**src/rtl/hsaf_ctrl_pkg.sv**
```systemverilog
// Shared definitions for the HSAF-LMS adaptation sequencer: state encoding
// and the default thresholds, lengths and step-size shifts.
package hsaf_ctrl_pkg;

    typedef enum logic [1:0] {
        ST_IDLE  = 2'd0,
        ST_FILL  = 2'd1,
        ST_ADAPT = 2'd2,
        ST_HOLD  = 2'd3
    } hsaf_state_t;

    localparam int          DEF_WIDTH     = 16;
    localparam int          DEF_FILL_LEN  = 20;
    localparam int          DEF_ERR_SHIFT = 4;
    localparam logic [15:0] DEF_CONV_THR  = 16'h0040;
    localparam int          DEF_CONV_CNT  = 64;
    localparam logic [15:0] DEF_DIV_THR   = 16'h0200;
    localparam int          DEF_MU_FAST   = 5;
    localparam int          DEF_MU_SLOW   = 7;
    localparam int          DEF_MU_SWITCH = 256;

endpackage

```
**src/rtl/hsaf_err_tracker.sv**
```systemverilog
// Error tracker: saturating |error|, leaky average of |error|, and the
// consecutive below-threshold counter. Flags are derived from the updated
// average so the sequencer can act on the same edge that samples the error.
module hsaf_err_tracker
    import hsaf_ctrl_pkg::*;
#(
    parameter int               WIDTH     = DEF_WIDTH,
    parameter int               ERR_SHIFT = DEF_ERR_SHIFT,
    parameter logic [WIDTH-1:0] CONV_THR  = DEF_CONV_THR,
    parameter int               CONV_CNT  = DEF_CONV_CNT,
    parameter logic [WIDTH-1:0] DIV_THR   = DEF_DIV_THR
) (
    input  logic                    clk,
    input  logic                    reset,
    input  logic                    i_stop,
    input  logic                    i_init,
    input  logic                    i_upd_adapt,
    input  logic                    i_upd_hold,
    input  logic signed [WIDTH-1:0] i_error,
    output logic [WIDTH-1:0]        o_err_avg,
    output logic                    o_conv_done,
    output logic                    o_diverged
);

    localparam int               CW       = $clog2(CONV_CNT + 1);
    localparam logic [CW-1:0]    CONV_MAX = CW'(CONV_CNT);
    localparam logic [WIDTH-1:0] ABS_MAX  = {1'b0, {(WIDTH-1){1'b1}}};
    localparam logic [WIDTH-1:0] MOST_NEG = {1'b1, {(WIDTH-1){1'b0}}};

    logic [WIDTH-1:0]        r_err_avg;
    logic [CW-1:0]           r_conv_cnt;
    logic [WIDTH-1:0]        w_abs_e;
    logic signed [WIDTH:0]   w_diff;
    logic signed [WIDTH:0]   w_step;
    logic [WIDTH-1:0]        w_avg_new;
    logic                    w_below;
    logic                    w_above;
    logic [CW-1:0]           w_conv_inc;
    logic [CW-1:0]           w_conv_next;

    // Saturating magnitude: the most negative code has no positive twin.
    always_comb begin
        w_abs_e = i_error;
        if (i_error[WIDTH-1]) begin
            if (i_error == MOST_NEG) begin
                w_abs_e = ABS_MAX;
            end else begin
                w_abs_e = -i_error;
            end
        end
    end

    // Difference is one bit wider so it cannot wrap; the arithmetic shift
    // keeps the sign, and the sum wraps back to WIDTH bits.
    assign w_diff      = $signed({1'b0, w_abs_e}) - $signed({1'b0, r_err_avg});
    assign w_step      = w_diff >>> ERR_SHIFT;
    assign w_avg_new   = r_err_avg + w_step[WIDTH-1:0];
    assign w_below     = (w_avg_new < CONV_THR);
    assign w_above     = (w_avg_new > DIV_THR);
    assign w_conv_inc  = (r_conv_cnt == CONV_MAX) ? r_conv_cnt : r_conv_cnt + 1'b1;
    assign w_conv_next = w_below ? w_conv_inc : '0;

    assign o_err_avg   = r_err_avg;
    assign o_conv_done = i_upd_adapt && (w_conv_next == CONV_MAX);
    assign o_diverged  = i_upd_hold && w_above;

    // Average and convergence counter; stop keeps the average but drops the count.
    always_ff @(posedge clk) begin
        if (reset) begin
            r_err_avg  <= '0;
            r_conv_cnt <= '0;
        end else if (i_stop) begin
            r_conv_cnt <= '0;
        end else if (i_init) begin
            r_err_avg  <= ABS_MAX;
            r_conv_cnt <= '0;
        end else if (i_upd_adapt) begin
            r_err_avg  <= w_avg_new;
            r_conv_cnt <= w_conv_next;
        end else if (i_upd_hold) begin
            r_err_avg  <= w_avg_new;
            if (w_above) begin
                r_conv_cnt <= '0;
            end
        end
    end

endmodule

```
**src/rtl/hsaf_adapt_ctrl.sv**
```systemverilog
// HSAF-LMS adaptation sequencer. Blocks adaptation while the datapath
// pipelines fill, pulses the weight-update enables per sample in ADAPT,
// freezes in HOLD once converged and re-tracks when the error grows.
// Optional build macro HSAF_ADAPT_CTRL_MU_SCHED_EN enables the fast-to-slow
// step-size schedule; without it mu_shift is fixed at MU_SLOW.
module hsaf_adapt_ctrl
    import hsaf_ctrl_pkg::*;
#(
    parameter int               WIDTH     = DEF_WIDTH,
    parameter int               FILL_LEN  = DEF_FILL_LEN,
    parameter int               ERR_SHIFT = DEF_ERR_SHIFT,
    parameter logic [WIDTH-1:0] CONV_THR  = DEF_CONV_THR,
    parameter int               CONV_CNT  = DEF_CONV_CNT,
    parameter logic [WIDTH-1:0] DIV_THR   = DEF_DIV_THR,
    parameter int               MU_FAST   = DEF_MU_FAST,
    parameter int               MU_SLOW   = DEF_MU_SLOW,
    parameter int               MU_SWITCH = DEF_MU_SWITCH
) (
    input  logic                    clk,
    input  logic                    reset,
    input  logic                    start,
    input  logic                    stop,
    input  logic                    in_valid,
    input  logic signed [WIDTH-1:0] error_in,
    output logic                    w_adapt_en,
    output logic                    q_adapt_en,
    output logic [2:0]              mu_shift,
    output logic [1:0]              state,
    output logic                    converged,
    output logic                    busy,
    output logic [WIDTH-1:0]        err_avg
);

    localparam int            FW        = $clog2(FILL_LEN + 1);
    localparam logic [FW-1:0] FILL_LAST = FW'(FILL_LEN - 1);

    hsaf_state_t   r_state;
    hsaf_state_t   w_state_next;
    logic [FW-1:0] r_fill_cnt;
    logic          r_adapt_en;
    logic          r_converged;
    logic          r_busy;
    logic          w_pulse_next;
    logic          w_converged_next;
    logic          w_busy_next;
    logic          w_start_ok;
    logic          w_sample;
    logic          w_fill_smp;
    logic          w_adapt_smp;
    logic          w_hold_smp;
    logic          w_fill_done;
    logic          w_conv_done;
    logic          w_diverged;

    // Qualified events; stop outranks start and data.
    assign w_start_ok  = start && !stop && (r_state == ST_IDLE);
    assign w_sample    = in_valid && !stop;
    assign w_fill_smp  = w_sample && (r_state == ST_FILL);
    assign w_adapt_smp = w_sample && (r_state == ST_ADAPT);
    assign w_hold_smp  = w_sample && (r_state == ST_HOLD);
    assign w_fill_done = w_fill_smp && (r_fill_cnt == FILL_LAST);

    hsaf_err_tracker #(
        .WIDTH     (WIDTH),
        .ERR_SHIFT (ERR_SHIFT),
        .CONV_THR  (CONV_THR),
        .CONV_CNT  (CONV_CNT),
        .DIV_THR   (DIV_THR)
    ) u_err_tracker (
        .clk         (clk),
        .reset       (reset),
        .i_stop      (stop),
        .i_init      (start && (r_state == ST_IDLE)),
        .i_upd_adapt (in_valid && (r_state == ST_ADAPT)),
        .i_upd_hold  (in_valid && (r_state == ST_HOLD)),
        .i_error     (error_in),
        .o_err_avg   (err_avg),
        .o_conv_done (w_conv_done),
        .o_diverged  (w_diverged)
    );

    // State register.
    always_ff @(posedge clk) begin
        if (reset) begin
            r_state <= ST_IDLE;
        end else begin
            r_state <= w_state_next;
        end
    end

    // Next-state decode.
    always_comb begin
        w_state_next = r_state;
        if (stop) begin
            w_state_next = ST_IDLE;
        end else begin
            case (r_state)
                ST_IDLE:  if (start)       w_state_next = ST_FILL;
                ST_FILL:  if (w_fill_done) w_state_next = ST_ADAPT;
                ST_ADAPT: if (w_conv_done) w_state_next = ST_HOLD;
                ST_HOLD:  if (w_diverged)  w_state_next = ST_ADAPT;
                default:                   w_state_next = ST_IDLE;
            endcase
        end
    end

    // Output decode; the sample that leaves ADAPT for HOLD still pulses.
    always_comb begin
        w_pulse_next     = w_adapt_smp;
        w_converged_next = (w_state_next == ST_HOLD);
        w_busy_next      = (w_state_next != ST_IDLE);
    end

    // Output registers.
    always_ff @(posedge clk) begin
        if (reset) begin
            r_adapt_en  <= 1'b0;
            r_converged <= 1'b0;
            r_busy      <= 1'b0;
        end else begin
            r_adapt_en  <= w_pulse_next;
            r_converged <= w_converged_next;
            r_busy      <= w_busy_next;
        end
    end

    // Pipeline fill counter.
    always_ff @(posedge clk) begin
        if (reset || stop || w_start_ok) begin
            r_fill_cnt <= '0;
        end else if (w_fill_smp) begin
            r_fill_cnt <= r_fill_cnt + 1'b1;
        end
    end

    assign state      = r_state;
    assign w_adapt_en = r_adapt_en;
    assign q_adapt_en = r_adapt_en;
    assign converged  = r_converged;
    assign busy       = r_busy;

`ifdef HSAF_ADAPT_CTRL_MU_SCHED_EN
    localparam int            MW        = $clog2(MU_SWITCH + 1);
    localparam logic [MW-1:0] MU_MAX    = MW'(MU_SWITCH);
    localparam logic [2:0]    MU_FAST_V = 3'(MU_FAST);
    localparam logic [2:0]    MU_SLOW_V = 3'(MU_SLOW);

    logic [MW-1:0] r_mu_cnt;
    logic [2:0]    r_mu_shift;

    // Step schedule: fast for the first MU_SWITCH ADAPT samples after a fill,
    // slow from the next sample on; re-tracking out of HOLD stays slow.
    always_ff @(posedge clk) begin
        if (reset || stop) begin
            r_mu_cnt   <= '0;
            r_mu_shift <= MU_SLOW_V;
        end else if (w_start_ok) begin
            r_mu_cnt   <= '0;
        end else if (w_fill_done) begin
            r_mu_cnt   <= '0;
            r_mu_shift <= MU_FAST_V;
        end else if (w_adapt_smp) begin
            if (r_mu_cnt == MU_MAX) begin
                r_mu_shift <= MU_SLOW_V;
            end else begin
                r_mu_cnt <= r_mu_cnt + 1'b1;
            end
        end else if (w_hold_smp && w_diverged) begin
            r_mu_shift <= MU_SLOW_V;
        end
    end

    assign mu_shift = r_mu_shift;
`else
    assign mu_shift = 3'(MU_SLOW);
`endif

endmodule

```
**config.mk**
```make
export PLATFORM = sky130hd
export DESIGN_NAME = hsaf_adapt_ctrl
export DESIGN_NICKNAME = d
export VERILOG_FILES = /design/src/rtl/hsaf_ctrl_pkg.sv /design/src/rtl/hsaf_err_tracker.sv /design/src/rtl/hsaf_adapt_ctrl.sv
export SDC_FILE = /design/constraint.sdc
export NUM_CORES = 1
export LEC_CHECK = 0
export CELL_PAD_IN_SITES_DETAIL_PLACEMENT = 1
export CELL_PAD_IN_SITES_GLOBAL_PLACEMENT = 2
export CORE_ASPECT_RATIO = 0.8
export CORE_UTILIZATION = 33
export DETAILED_ROUTE_END_ITERATION = 10
export PLACE_DENSITY = 0.92
export SYNTH_ARGS = -nofsm -noshare
export SYNTH_HDL_FRONTEND = slang
export SYNTH_SLANG_ARGS = --single-unit
```
**constraint.sdc**
```tcl
create_clock -name clk -period 8.1 [get_ports clk]
set_input_delay 1.62 -clock clk [delete_from_list [all_inputs] [get_ports clk]]
set_output_delay 1.62 -clock clk [all_outputs]
set_load 0.02 [all_outputs]
```
==> impl_metrics.env, run 1 <==
export IMPL_clock_sinks=33
export IMPL_avgSynthCellArea_um2=7.90
export IMPL_cp_arrival_ns=7.65
export IMPL_yosysTopAreaCell="dfxtp_1"
export IMPL_cts_buffers=5
export IMPL_drc=0
export IMPL_gp_congestion=0.847
export IMPL_cts_max_level=2
export IMPL_drive_gt1_share_pct=8.70
export IMPL_endpoint_kind="register"
export IMPL_totalWireLength_um=10400
export IMPL_grt_util_all_layers_pct=19.7
export IMPL_cts_path_max_buffers=2
export IMPL_core_um2=10300
export IMPL_die_w_um=117
export IMPL_finalClockSkew_ns=0.00958
export IMPL_fmax_mhz=134
export IMPL_ios=46
export IMPL_crit_required_ns=8.31
export IMPL_vias=3397
export IMPL_yosysWarnings=0
export IMPL_cts_tree="built"
export IMPL_cp_max_fo=12
export IMPL_nFillCells=1222
export IMPL_insertedDiodeCount=0
export IMPL_ys_flop_type="dfxtp_1"
export IMPL_slew_violations=0
export IMPL_ir_worst_vdd_v=0.0000783
export IMPL_clockRootBuffer="clkbuf_16"
export IMPL_synthTopCellsByArea="dfxtp_1 19%, ha_1 13%, nor2_1 6.2%"
export IMPL_first_pass_iters=4
export IMPL_nets=540
export IMPL_vias_per_cell=5.45
export IMPL_wl_per_cell_um=16.7
export IMPL_finalSetupTns_ns=0
export IMPL_async_flop_share_pct=0
export IMPL_insertion_delay_ns=0.29
export IMPL_grt_overflow_total=0
export IMPL_slew_headroom_pct=41.3
export IMPL_fin_crit_ns=7.44
export IMPL_synth_seq_area_share_pct=18.8
export IMPL_setup_violations=0
export IMPL_chipHeight_um=94.2
export IMPL_grt_pass1_wl_um=16900
export IMPL_synth_area_um2=3510
export IMPL_worstSetupPathType="in -> reg"
export IMPL_power_density_nw_per_um2=190
export IMPL_cellLeakagePower_nw=1.59
export IMPL_finalCritPeriodShare_pct=91.8
export IMPL_tightest_slew_ns=0.873
export IMPL_yosysUniqueCellTypes=70
export IMPL_antenna_found_initial=0
export IMPL_antenna_left=0
export IMPL_finalHoldViolCount=0
export IMPL_clkSlewWorstSetupHoldPaths_ns=0.05
export IMPL_ctsHoldBuffers=0
export IMPL_synth_edff_count=0
export IMPL_area_delta_synth_final_pct=20.4
export IMPL_initialDrtViolationCount=145
export IMPL_port_buffers=42
export IMPL_drv_cap=0
export IMPL_min_path_type="reg -> reg"
export IMPL_layout_commonest_cell="nor2_1"
export IMPL_row_count=33
export IMPL_grt_pass1_vias=3372
export IMPL_final_cell_mix="58 x nor2_1, 42 x clkdlybuf4s50_1, 36 x nand2_1, 36 x ha_1, 33 x dfxtp_1"
export IMPL_cts_resized=0
export IMPL_synthCells=444
export IMPL_rsz0062_at_grt="no"
export IMPL_die_area_um2=11000
export IMPL_synth_seq_cells=33
export IMPL_outcome="finished, final reports clean"
export IMPL_hpwl_um=8000
export IMPL_synth_top_cell_area_share_pct=18.8
export IMPL_start_kind="input port"
export IMPL_initial_core_util_pct=34.1
export IMPL_cts_setup_buffers=0
export IMPL_grt_max_degree=22
export IMPL_hold_slack_ns=0.528
-- report_power, final --
part	internal (mW)	switching (mW)	leakage, nW
logic	0.159	0.237	1.24
registers	0.168	0.00883	0.269
clock network	0.154	0.0762	0.0841
total	0.481	0.322	1.59
-- Yosys cell counts, types with 4 or more instances --
cell type / number
o21ai_0: 9
ha_1: 36
o211ai_1: 5
nand3_1: 7
xor2_1: 22
xnor2_1: 16
and3_1: 5
a21oi_1: 26
nor2b_1: 8
a211oi_2: 4
a211oi_1: 10
nand2b_1: 5
nand4_1: 8
nor4_1: 5
o21a_1: 5
a31oi_1: 7
nor3_1: 13
dfxtp_1: 33
nor2_1: 58
o21ai_2: 6
inv_1: 31
o31ai_1: 5
clkbuf_1: 9
o21bai_1: 4
nand2_1: 36
buf_4: 5
o2111ai_1: 9
and2_1: 5
-- flip-flops by register name, indices dropped and copies added, names as in the netlist --
name                      flops
busy                          1
converged                     1
q_adapt_en                    1
r_fill_cnt                    5
state                         2
u_err_tracker.o_err_avg      16
u_err_tracker.r_conv_cnt      7
-- cell type report --
cell class	instances	area (um2)	share of cell area (%)
multi-input combinational	367	2660	63.0
sequential	33	661	15.6
clock inverter	1	30.0	0.711
tap	140	175	4.15
inverter	31	116	2.76
clock buffer	7	143	3.38
timing repair buffer	44	435	10.3
-- routing by layer --
layer	share of wire [%]	wire length, um	global-route usage, %	vias up
met2	46	4790	32.8	44
met4	1.2	123	4.32	0
met1	50	5180	26.4	1652
met3	2.7	283	3.23	14
li1	-	-	-	1687
met5	0	0	0	-
-- logic make-up after synthesis --
kind of cell    share of synthesized area (%)
simple gates                             25.1
compound gates                           26.6
buf+inv                                  5.49
xor+xnor                                 10.2
fa+ha+maj                                13.4
flops                                    18.8
other cells                             0.107
mux                                     0.285
-- through the flow --
| stage | total power [mW] | instances | cell area [um2] | util [%] | setup WS [ns] |
|---|---|---|---|---|---|
| floorplan | 0.473 | 446 | 3510 | - | 1.84 |
| global placement | 0.557 | 615 | 4050 | 39.4 | 0.750 |
| detailed placement | 0.568 | 615 | 4050 | 39.4 | 0.489 |
| CTS | 0.809 | 623 | 4220 | 41.1 | 0.698 |
| global route | 0.854 | 623 | 4220 | 41.1 | 0.253 |
| finish | 0.803 | 623 | 4220 | 41.1 | 0.661 |
-- final timing paths --
| kind | from | to | slack (ns) | depth (start not counted) |
|---|---|---|---|---|
| setup / recovery | error_in[0] | u_err_tracker.r_conv_cnt[0] | 0.66 | 24 |
| hold / removal | r_fill_cnt[4] | r_fill_cnt[4] | 0.53 | 2 |
| setup reg to reg | u_err_tracker.o_err_avg[4] | u_err_tracker.r_conv_cnt[0] | 3.27 | 18 |
| hold reg to reg | r_fill_cnt[4] | r_fill_cnt[4] | 0.53 | 2 |
-- worst max-delay path, cell delays in order --
cell and delay [ns]:
clkdlybuf4s50_1 0.47, inv_1 0.08, ha_1 0.22, nor4b_4 0.27, and2_1 0.24, nand3_1 0.37
o211ai_1 0.24, ha_1 0.25, o21a_1 0.19, o221a_2 0.29, o211ai_4 0.12, nand2_1 0.14
nand3_1 0.11, nand2_1 0.08, a21oi_1 0.21, xnor2_1 0.15, ha_1 0.30, a211oi_2 0.31
o211ai_1 0.23, a31oi_2 0.31, a21oi_1 0.22, nor4_1 0.80, o2111ai_1 0.29, o21ai_2 0.12
(Power assumes the default switching activity.)
==> inputs of run 2 (changes only) <==
--- a/config.mk
+++ b/config.mk
@@ -10,7 +10,8 @@
 export CORE_ASPECT_RATIO = 0.8
 export CORE_UTILIZATION = 33
 export DETAILED_ROUTE_END_ITERATION = 10
-export PLACE_DENSITY = 0.92
+export PLACE_DENSITY = 0.93
 export SYNTH_ARGS = -nofsm -noshare
 export SYNTH_HDL_FRONTEND = slang
+export SYNTH_HIERARCHICAL = 1
 export SYNTH_SLANG_ARGS = --single-unit
==> impl_metrics.env, run 2 <==
export IMPL_outcome="finished, final reports clean"
export IMPL_row_count=33
export IMPL_synthTopCellsByArea="dfxtp_1 19%, ha_1 14%, a21oi_1 5.1%"
export IMPL_netSwitchingPower_mw=0.332
export IMPL_core_um2=10200
export IMPL_internal_power_mw=0.492
export IMPL_synth_seq_area_share_pct=19.1
export IMPL_critPathMostFrequentCell="a21o_1"
export IMPL_cts_path_max_buffers=2
export IMPL_endpoint_kind="register"
export IMPL_fin_crit_ns=7.78
export IMPL_start_kind="input port"
export IMPL_synth_seq_cells=33
export IMPL_die_w_um=116
export IMPL_totalWireLength_um=10900
export IMPL_synth_edff_count=0
export IMPL_initial_core_util_pct=33.9
export IMPL_largest_reg_flops=16
export IMPL_clkSlewWorstSetupHoldPaths_ns=0.06
export IMPL_cts_buffers=5
export IMPL_hpwl_um=8690
export IMPL_async_flop_share_pct=0
export IMPL_ctsHoldBuffers=0
export IMPL_area_delta_synth_final_pct=30.5
export IMPL_ios=46
export IMPL_worstSetupPathType="in -> reg"
export IMPL_grt_pass1_vias=3545
export IMPL_place_area_um2=4220
export IMPL_synth_area_um2=3460
export IMPL_clock_sinks=33
export IMPL_synthTopCellsByCount="38 x ha_1, 37 x nor2_1, 35 x a21oi_1"
export IMPL_finalSetupTns_ns=0
export IMPL_rsz0062_at_grt="no"
export IMPL_drv_cap=0
export IMPL_ys_flop_type="dfxtp_1"
export IMPL_port_buffers=42
export IMPL_power_density_nw_per_um2=183
export IMPL_layout_commonest_cell="clkdlybuf4s50_1"
export IMPL_cts_tree="built"
export IMPL_gp_congestion=0.849
export IMPL_slowest_stage="or4b_4"
export IMPL_slew_violations=0
export IMPL_setup_violations=0
export IMPL_yosysUniqueCellTypes=67
export IMPL_initialDrtViolationCount=145
export IMPL_vias_per_cell=5.42
export IMPL_yosysTopAreaCell="dfxtp_1"
export IMPL_grt_pass1_wl_um=17400
export IMPL_drc=0
export IMPL_finalCritPeriodShare_pct=96.1
export IMPL_grt_max_degree=19
export IMPL_insertion_delay_ns=0.28
export IMPL_ir_worst_vdd_v=0.0000911
export IMPL_slowest_delay_ns=0.57
export IMPL_wl_per_cell_um=16.7
export IMPL_yosysWarnings=6
export IMPL_seqPwrFrac_pct=21.6
export IMPL_synth_top_cell_area_share_pct=19.1
export IMPL_clockRootBuffer="clkbuf_16"
export IMPL_min_path_type="reg -> reg"
export IMPL_finalClockSkew_ns=0.00646
export IMPL_die_area_um2=10900
export IMPL_grt_overflow_total=0
export IMPL_clockPowerShare_pct=24.3
export IMPL_synth_most_common_cell="ha_1"
export IMPL_cp_max_fo=8
export IMPL_antenna_found_initial=0
export IMPL_nets=576
export IMPL_finalInstanceArea_um2=4510
export IMPL_drive_gt1_share_pct=16.2
export IMPL_grt_util_all_layers_pct=20.5
export IMPL_cp_arrival_ns=8.01
export IMPL_avgSynthCellArea_um2=7.77
export IMPL_antenna_left=0
export IMPL_first_pass_iters=5
export IMPL_vias=3561
export IMPL_tightest_slew_ns=0.729
export IMPL_cellLeakagePower_nw=1.84
export IMPL_crit_required_ns=8.32
export IMPL_cts_max_level=2
export IMPL_comb_power_share_pct=54.1
export IMPL_fmax_mhz=128
export IMPL_slew_headroom_pct=51.1
export IMPL_insertedDiodeCount=0
export IMPL_chipHeight_um=93.5
export IMPL_synthCells=445
export IMPL_p_sw_share_pct=40.3
export IMPL_final_cell_mix="40 x clkdlybuf4s50_1, 35 x ha_1, 34 x nand2_1, 34 x nor2_1"
export IMPL_finalHoldViolCount=0
[run 2: layout make-up]
class / count / area [um2]
Clock inverter: 2 / 13.8
Fill cell: 1261 / 5690
Sequential cell: 33 / 661
Inverter: 33 / 124
Tap cell: 140 / 175
Clock buffer: 6 / 139
Multi-Input combinational cell: 367 / 2710
Timing Repair Buffer: 76 / 684
[run 2: metal layers]
layer / share of wire (%) / vias to the layer above / GRT usage, %
met3: 4.8 / 11 / 3.18
met2: 45 / 70 / 31.6
met1: 50 / 1704 / 29.6
met4: 0.90 / 0 / 4.81
met5: 0 / - / 0
li1: - / 1776 / -
[run 2: worst paths after layout]
path,from,to,slack (ns),cells after the start
hold reg to reg,r_fill_cnt[3],r_fill_cnt[3],0.51,2
hold / removal,r_fill_cnt[3],r_fill_cnt[3],0.51,2
setup reg to reg,u_err_tracker/o_err_avg[1],state[0],2.79,24
setup / recovery,error_in[3],state[0],0.32,29
[run 2: repair_timing]
item,CTS,global route
pin swaps,0,17
buffers inserted,0,3
endpoints found under the setup margin,1,7
gates resized for setup,2,27
[run 2: stage by stage]
stage               total power [mW]  utilization, %  hold WS (ns)  std cells  worst slack (ns)
floorplan                      0.462               -         0.459        447             0.398
global placement               0.590            41.4         0.469        646           -0.0723
detailed placement             0.601            41.4         0.509        646            -0.350
CTS                            0.809            43.0         0.515        654            0.0208
global route                   0.884            44.2         0.535        657            0.0270
finish                         0.825            44.2         0.510        657             0.316
[run 2: kinds of logic (layout without fill, tap and decap cells)]
logic type | after synthesis | count (layout) | synth area share [%]
xor gates and xnor gates | 35 | 35 | 9.09
other | 1 | 3 | 0.109
DFF | 33 | 33 | 19.1
and+or+nand+nor | 149 | 149 | 23.1
muxes | 2 | 2 | 0.579
AOI/OAI and AO/OA | 139 | 139 | 27.9
adders and majority gates | 39 | 39 | 14.3
buffers and inverters | 47 | 117 | 5.72
[run 2: worst max-delay path, delay by kind of cell]
kind | cells | cell delay, ns
simple gates | 11 | 2.53
xor+xnor | 2 | 0.28
buf+inv | 4 | 0.88
fa+ha+maj | 2 | 0.59
compound gates | 10 | 2.10
[run 2: power groups by stage]
stage	combinational (mW)	clock (mW)	sequential, mW
floorplan	0.276	0	0.186
global placement	0.408	0	0.182
detailed placement	0.418	0	0.182
CTS	0.424	0.206	0.179
global route	0.491	0.214	0.179
finish	0.446	0.200	0.178
